===== src/rtl/frame_load_ctrl_if.sv =====
// frame_load_ctrl_if: UART byte input and BRAM write-port A bundle for frame_load_ctrl
interface frame_load_ctrl_if #(parameter int ADDR_W = 18);
  logic [7:0] rx_data;
  logic rx_ready;
  logic we;
  logic [ADDR_W-1:0] waddr;
  logic [23:0] wdata;
  logic busy;
  logic frame_done;
  logic error;
  modport master(output rx_data, rx_ready, input we, waddr, wdata, busy, frame_done, error);
  modport slave(input rx_data, rx_ready, output we, waddr, wdata, busy, frame_done, error);
endinterface


===== src/rtl/frame_load_ctrl.sv =====
// frame_load_ctrl: parses 'L'/'F' UART commands into frame-buffer writes on BRAM port A
module frame_load_ctrl #(
  parameter int PIXEL_COUNT = 172800,
  parameter int ADDR_W = 18,
  parameter int TIMEOUT_CYCLES = 1000000
) (
  input logic clk,
  input logic reset,
  frame_load_ctrl_if.slave bus
);
  localparam int TW = $clog2(TIMEOUT_CYCLES + 1);
  localparam logic [ADDR_W-1:0] LAST_ADDR = ADDR_W'(PIXEL_COUNT - 1);
  localparam logic [TW-1:0] T_MAX = TW'(TIMEOUT_CYCLES - 1);
  typedef enum logic [1:0] {IDLE, LOAD, FILL_COLOR, FILL_RUN} state_t;
  state_t state, next;
  logic [ADDR_W-1:0] pix, waddr;
  logic [TW-1:0] tcnt;
  logic [1:0] bidx;
  logic [7:0] r, g;
  logic [23:0] wdata;
  logic we, done, error, rx, third, last, tmo;
  always_ff @(posedge clk) state <= reset ? IDLE : next;
  always_comb begin
    next = state;
    case (state)
      IDLE: next = !rx ? IDLE : bus.rx_data == 8'h4C ? LOAD : bus.rx_data == 8'h46 ? FILL_COLOR : IDLE;
      LOAD: next = (last || tmo) ? IDLE : LOAD;
      FILL_COLOR: next = tmo ? IDLE : (rx && third) ? FILL_RUN : FILL_COLOR;
      FILL_RUN: next = last ? IDLE : FILL_RUN;
      default: next = IDLE;
    endcase
  end
  // last marks the cycle carrying the write to the final pixel; completion follows it
  always_comb begin
    rx = bus.rx_ready;
    third = bidx == 2'd2;
    last = we && waddr == LAST_ADDR;
    tmo = !rx && tcnt == T_MAX && (state == LOAD || state == FILL_COLOR);
    bus.busy = state != IDLE;
  end
  always_ff @(posedge clk) begin
    if (reset) begin
      pix <= '0;
      waddr <= '0;
      wdata <= '0;
      tcnt <= '0;
      bidx <= '0;
      r <= '0;
      g <= '0;
      we <= 1'b0;
      done <= 1'b0;
      error <= 1'b0;
    end else begin
      we <= 1'b0;
      done <= last && (state == LOAD || state == FILL_RUN);
      tcnt <= (rx || state == IDLE || state == FILL_RUN) ? '0 : tcnt + TW'(1);
      if (tmo) error <= 1'b1;
      case (state)
        IDLE: if (next != IDLE) begin
          pix <= '0;
          bidx <= '0;
          error <= 1'b0;
        end
        // the third colour byte of a fill issues the address-0 write as it enters FILL_RUN
        LOAD, FILL_COLOR: if (rx && !last) begin
          bidx <= third ? 2'd0 : bidx + 2'd1;
          if (bidx == 2'd0) r <= bus.rx_data;
          if (bidx == 2'd1) g <= bus.rx_data;
          if (third) begin
            we <= 1'b1;
            waddr <= state == LOAD ? pix : '0;
            wdata <= {r, g, bus.rx_data};
            pix <= pix + ADDR_W'(1);
          end
        end
        FILL_RUN: if (!last) begin
          we <= 1'b1;
          waddr <= waddr + ADDR_W'(1);
        end
        default: ;
      endcase
    end
  end
  assign bus.we = we;
  assign bus.waddr = waddr;
  assign bus.wdata = wdata;
  assign bus.frame_done = done;
  assign bus.error = error;
endmodule


===== src/flat_wrapper.sv =====
// flat-port wrapper written by rule: the top's interface ports become plain ports
module frame_load_ctrl_flat 
#(
  parameter int PIXEL_COUNT = 172800,
  parameter int ADDR_W = 18,
  parameter int TIMEOUT_CYCLES = 1000000
)
  (clk, reset, bus_rx_data, bus_rx_ready, bus_we, bus_waddr, bus_wdata, bus_busy, bus_frame_done, bus_error);
  frame_load_ctrl_if #(.ADDR_W(ADDR_W)) bus_i ();
  input logic clk;
  input logic reset;
  input wire logic [$bits(bus_i.rx_data)-1:0] bus_rx_data;
  input wire logic [$bits(bus_i.rx_ready)-1:0] bus_rx_ready;
  output wire logic [$bits(bus_i.we)-1:0] bus_we;
  output wire logic [$bits(bus_i.waddr)-1:0] bus_waddr;
  output wire logic [$bits(bus_i.wdata)-1:0] bus_wdata;
  output wire logic [$bits(bus_i.busy)-1:0] bus_busy;
  output wire logic [$bits(bus_i.frame_done)-1:0] bus_frame_done;
  output wire logic [$bits(bus_i.error)-1:0] bus_error;
  assign bus_i.rx_data = bus_rx_data;
  assign bus_i.rx_ready = bus_rx_ready;
  assign bus_we = bus_i.we;
  assign bus_waddr = bus_i.waddr;
  assign bus_wdata = bus_i.wdata;
  assign bus_busy = bus_i.busy;
  assign bus_frame_done = bus_i.frame_done;
  assign bus_error = bus_i.error;
  frame_load_ctrl #(.PIXEL_COUNT(PIXEL_COUNT), .ADDR_W(ADDR_W), .TIMEOUT_CYCLES(TIMEOUT_CYCLES)) u_core (.clk(clk), .reset(reset), .bus(bus_i));
endmodule

===== config.mk =====
export PLATFORM = sky130hd
export DESIGN_NAME = frame_load_ctrl_flat
export DESIGN_NICKNAME = d
export VERILOG_FILES = /design/src/rtl/frame_load_ctrl_if.sv /design/src/rtl/frame_load_ctrl.sv /design/src/flat_wrapper.sv
export SDC_FILE = /design/constraint.sdc
export NUM_CORES = 1
export LEC_CHECK = 0
export CORE_ASPECT_RATIO = 1.75
export CORE_MARGIN = 4
export CORE_UTILIZATION = 42
export DETAILED_ROUTE_END_ITERATION = 16
export GPL_TIMING_DRIVEN = 0
export HOLD_SLACK_MARGIN = 0.1
export SKIP_LAST_GASP = 1
export SYNTH_ARGS = -nofsm -noshare
export SYNTH_HDL_FRONTEND = slang
export SYNTH_SLANG_ARGS = --single-unit

===== constraint.sdc =====
create_clock -name clk -period 2.8 [get_ports clk]
set_clock_uncertainty 0.05 [all_clocks]
set_input_delay 0.56 -clock clk [delete_from_list [all_inputs] [get_ports clk]]
set_output_delay 0.56 -clock clk [all_outputs]
set_load 0.01 [all_outputs]

==> results of run 1 <==
## cell families after synthesis
group	count (synthesis)	share of synthesized area, %
and+or+nand+nor	262	26.9
AOI/OAI and AO/OA	143	17.8
DFF	103	42.9
buffers and inverters	43	3.59
xor gates and xnor gates	18	3.28
muxes	18	3.75
adders and majority gates	7	1.82
## Yosys cell counts, drive strengths merged (2+ instances only)
master / instances
nor4: 4
nor4b: 2
and2: 4
a32o: 3
nand3b: 4
a31oi: 7
a211o: 2
nand3: 24
o31ai: 4
mux2i: 18
nor2: 63
ha: 7
nand4: 11
dfxtp: 103
o21a: 4
xnor2: 10
and3: 4
nand2: 88
nand2b: 4
nor3: 17
a41oi: 2
or4b: 3
buf: 7
or4: 3
or2: 2
a221oi: 5
and4: 2
xor2: 8
or3: 15
clkbuf: 22
a21oi: 64
nor2b: 4
a211oi: 3
inv: 13
nor3b: 3
nand4b: 2
a311oi: 4
o21ai: 36
## where the power goes
part           internal [W]  switching [W]  leakage (nW)
combinational     0.0000210      0.0000456         0.940
sequential          0.00146    0.000000231         0.830
clock              0.000634       0.000633         0.148
## final cells by class
cell class | count | area, um^2
Timing Repair Buffer | 56 | 559
Tap cell | 132 | 165
Inverter | 14 | 52.6
Clock inverter | 7 | 78.8
Buffer | 29 | 126
Multi-Input combinational cell | 448 | 2610
Clock buffer | 9 | 225
Fill cell | 1091 | 5290
Sequential cell | 103 | 2060
## layer usage
metal	part of all wire [%]	vias up
li1	-	2255
met1	38	2195
met2	54	142
met3	3.9	37
met4	4.1	0
met5	0	-
## flip-flops by register name, summed over array words and instances, names as in the netlist, 2 cells and up
signal,flops
u_core.pix,18
u_core.tcnt,20
u_core.bus.waddr,18
u_core.r,8
u_core.bus.wdata,24
u_core.g,8
u_core.state,2
u_core.bidx,2
## what timing repair did
action,in CTS,in global routing
gates resized for setup,3,13
setup buffers,0,0
setup endpoints to repair,24,43
## critical path: cells and delay by family, from the launching register on
kind             cells  cell delay (ns)
flip-flops           1             0.40
AND/OR/NAND/NOR      3             1.27
AO/OA/AOI/OAI        3             0.91
## final timing paths
check / slack [ns] / cells after the start / to / start
hold reg to reg: 0.41 / 2 / u_core.bus.wdata[23]$_SDFFE_PP0P_ / u_core.r[7]$_SDFFE_PP0P_
hold / removal: 0.41 / 2 / u_core.bus.wdata[23]$_SDFFE_PP0P_ / u_core.r[7]$_SDFFE_PP0P_
setup reg to reg: 0.08 / 6 / u_core.pix[9]$_SDFFE_PP0P_ / u_core.bus.waddr[8]$_SDFFE_PP0P_
setup / recovery: 0.08 / 6 / u_core.pix[9]$_SDFFE_PP0P_ / u_core.bus.waddr[8]$_SDFFE_PP0P_
## metrics by stage
step / cell area [um^2] / setup WS (ns) / cells / total power [W] / util [%]
final: 5880 / 0.0838 / 798 / 0.00280 / 52.6
after floorplan: 4810 / 0.415 / 594 / 0.00152 / -
after CTS: 5840 / 0.0159 / 798 / 0.00282 / 52.3
after detailed placement: 5530 / -0.560 / 782 / 0.00156 / 49.6
after global routing: 5880 / -0.00425 / 798 / 0.00288 / 52.6
after global placement: 5530 / -0.541 / 782 / 0.00156 / 49.6
==> flow_summary.ini, run 1 <==
[drt]
first_iter_violations = 282
drc = 0
avgRoutedWirePerCell_um = 18.1
postRouteAntennaNets = 0
vias_per_cell = 5.80
drt-total-wl_um = 14400
via_count = 4629
first_pass_iters = 4

[yosys]
netlist_area_um2 = 4810
synth_top_area_share_pct = 42.9
yosys_warnings = 0
synth_top_cell_by_area = dfxtp_1
ys_seq_area_share_pct = 42.9
ys_top_cells_by_area = dfxtp_1 (43%), nand2_1 (6.9%), a21oi_1 (6.7%)
synth_fp_nets = 612
synthCells = 594
synth_ff_type = dfxtp_1
ys_types = 59
async_flop_share_pct = 0
synth_edf_count = 0
synth_area_per_cell_um2 = 8.09
synth-seq-cells = 103

[min_path]
hp-class = reg -> reg

[clock_tree]
cts_sinks = 103
clockBufferDepth = 2
root_buffer = clkbuf_16
cts_tree = yes
holdBufCountCts = 0
cts_made_buffers = 9
clk_latency_ns = 0.35
htree_levels = 3
clk_pin_slew_ns = 0.08

[global_routing]
use_met1_pct = 23.8
use_met3_pct = 4.02
grt_overflow = 0
grt_start_max_net_pins = 21
grt_pass1_vias = 4647
gr-max-usage-layer = met2
grt_usage_pct = 22.4
antenna_found_initial = 0
use_met2_pct = 40.8
grt_pass1_wl_um = 23000

[timing]
max_slew_margin_pct = 32.9
max_freq_ghz = 0.368
finalHoldViolCount = 0
tightest_slew_ns = 0.997
slew_violations = 0
finalSetupViolCount = 0
whs_ns = 0.409
setup_tns_ns = 0
min_period_ns = 2.72
finalCritPeriodShare_pct = 97.0

[critical_path]
worstSetupEndpointType = flop
start_kind = flop
slowest_stage = or4b_1
cp_slowest_stage_delay_ns = 0.61
cp.required_ns = 3.01
crit_chain = or4b_1 > or4_4 > o21a_1 > o21ai_2 > nor2_1 > a311oi_1
critPathMaxFanout = 8
path_class = reg -> reg
arrival_ns = 2.92

[floorplan]
pin_count = 57
core_area_um2 = 11200
die_height_um = 150
die_area_um2 = 13300
num_rows = 51
die_x_um = 88.9
start_util_pct = 43.1

[cells_and_area]
fin_nets = 679
syn_to_final_growth_pct = 22.2
mostFrequentLayoutCell = dfxtp_1
mostFrequentLayoutCells = dfxtp_1 (102), nand2_1 (87), a21oi_1 (64), nor2_1 (62), clkdlybuf4s50_1 (55)
drive_above_1_share_pct = 6.31
antenna_cells = 0

[place]
port_buffers = 56
gp_congestion = 0.938
place_hpwl_um = 10900

[run]
maxCapViolCount = 0

[pwr]
p_leak_nw = 1.92
power.density_nw_per_um2 = 476
peakVddDrop_v = 0.000336

[run_status]
outcome = finished clean
Note: power is estimated with default switching activity, not from simulation.
==> run 2, diff against run 1 <==
--- a/config.mk
+++ b/config.mk
@@ -15,3 +15,4 @@
 export SYNTH_ARGS = -nofsm -noshare
 export SYNTH_HDL_FRONTEND = slang
 export SYNTH_SLANG_ARGS = --single-unit
+export TNS_END_PERCENT = 5
==> flow_summary.ini, run 2 (synthesized netlist as in run 1, its figures left out) <==
[run_status]
outcome = finished clean

[cells_and_area]
syn_to_final_growth_pct = 22.1
mostFrequentLayoutCells = dfxtp_1 (103), nand2_1 (87), a21oi_1 (64), nor2_1 (63), clkdlybuf4s50_1 (55)
drive_above_1_share_pct = 5.86
largest_register_ffs = 24
reg_top3 = u_core.bus.wdata x24, u_core.tcnt x20
fillCellCount = 1091
mostFrequentLayoutCell = dfxtp_1
final_area_um2 = 5870
fin_nets = 679
largest_register = u_core.bus.wdata
antenna_cells = 0

[global_routing]
grt_pass1_vias = 4647
grt_usage_pct = 22.4
grt_overflow = 0
antenna_found_initial = 0
grt_start_max_net_pins = 21
grt_pass1_wl_um = 23000

[critical_path]
path_delay_family = simple AND/OR/NAND/NOR gates
cp_slowest_stage_delay_ns = 0.62
slowest_stage = or4_4
start_kind = flop
worst-path-buf-inv = 0
worstSetupEndpointType = flop
cp.required_ns = 3.01
critPathMaxFanout = 6
crit_chain = ha_2 > nand4_1 > or4_4 > o21a_1 > o21ai_2 > nor2_1 > a311oi_1
path_class = reg -> reg
arrival_ns = 2.96

[min_path]
hp-class = reg -> reg

[drt]
via_count = 4622
avgRoutedWirePerCell_um = 18.1
drc = 0
first_iter_violations = 283
first_pass_iters = 6
drt-total-wl_um = 14500
postRouteAntennaNets = 0
vias_per_cell = 5.79

[pwr]
power.internal_w = 0.00212
peakVddDrop_v = 0.000336
combPwrFrac_pct = 2.4
power.switching_w = 0.000680
switching_share_pct = 24.3
p_leak_nw = 1.91
power.density_nw_per_um2 = 476
finalPower_w = 0.00280
power_frac_clock_pct = 45.3
pwr-share-seq_pct = 52.3

[clock_tree]
cts_sinks = 103
cts_setup_buffers = 0
htree_levels = 3
clk_latency_ns = 0.35
clockBufferDepth = 2
cts_tree = yes
cts_made_buffers = 9
root_buffer = clkbuf_16
clk_pin_slew_ns = 0.08

[floorplan]
die_height_um = 150
pin_count = 57
num_rows = 51
start_util_pct = 43.1
core_area_um2 = 11200
die_area_um2 = 13300
die_x_um = 88.9

[place]
port_buffers = 56
place_hpwl_um = 10900
dpl-instance-area_um2 = 5530
gp_congestion = 0.938

[run]
maxCapViolCount = 0

[timing]
finalSetupViolCount = 0
slew_violations = 0
min_period_ns = 2.76
finalCritPeriodShare_pct = 98.4
rsz0062_at_grt = true
tightest_slew_ns = 1.00
max_slew_margin_pct = 32.5
finalHoldViolCount = 0
max_freq_ghz = 0.363
run 2: through the flow:
stage	instances	hold slack [ns]	util (%)	TNS, ns	worst slack [ns]
CTS	798	0.411	52.3	0	0.0159
global route	798	0.438	52.6	-0.255	-0.0329
detailed placement	782	0.395	49.6	-18.24	-0.560
floorplan	594	0.376	-	0	0.415
finish	798	0.409	52.6	0	0.0448
global placement	782	0.390	49.6	-16.45	-0.541
run 2: worst min-delay path, stage by stage (launching register included):
cell	delay, ns
dfxtp_1	0.32
nand2_1	0.05
a21oi_1	0.05
run 2: power groups by stage:
stage / clock (W) / sequential (W) / combinational, W
after floorplan: 0 / 0.00150 / 0.0000245
after global placement: 0 / 0.00150 / 0.0000655
after detailed placement: 0 / 0.00150 / 0.0000664
after CTS: 0.00129 / 0.00146 / 0.0000662
after global routing: 0.00134 / 0.00146 / 0.0000715
final: 0.00127 / 0.00146 / 0.0000666
run 2: cell type report:
type	count	area (um^2)	share of cell area, %
plain buffers	29	125	2.13
clock buffers	9	225	3.83
clock inverters	7	78.8	1.34
inverters	14	52.6	0.895
multi-input cells	448	2610	44.4
flip-flops and latches	103	2060	35.1
well taps	132	165	2.81
repair buffers	56	559	9.52
run 2: layer usage:
metal	up-vias	share of wire (%)	global-route usage, %
li1	2260	-	-
met1	2195	38	23.8
met2	132	54	40.8
met3	35	3.6	4.02
met4	0	3.9	11.5
met5	-	0	0
run 2: path summary, 6_finish.rpt:
kind	slack [ns]	cells past startpoint	endpoint	from
max	0.04	7	u_core.pix[9]$_SDFFE_PP0P_	u_core.bus.waddr[0]$_SDFFE_PP0P_
min	0.41	2	u_core.bus.wdata[23]$_SDFFE_PP0P_	u_core.r[7]$_SDFFE_PP0P_
max reg2reg	0.04	7	u_core.pix[9]$_SDFFE_PP0P_	u_core.bus.waddr[0]$_SDFFE_PP0P_
min reg2reg	0.41	2	u_core.bus.wdata[23]$_SDFFE_PP0P_	u_core.r[7]$_SDFFE_PP0P_
run 2: timing repair:
action | in CTS | in global routing
gates cloned | 0 | 0
pin swaps | 0 | 0
hold buffers | 0 | 0
gates resized for setup | 3 | 9
endpoints found under the setup margin | 24 | 43
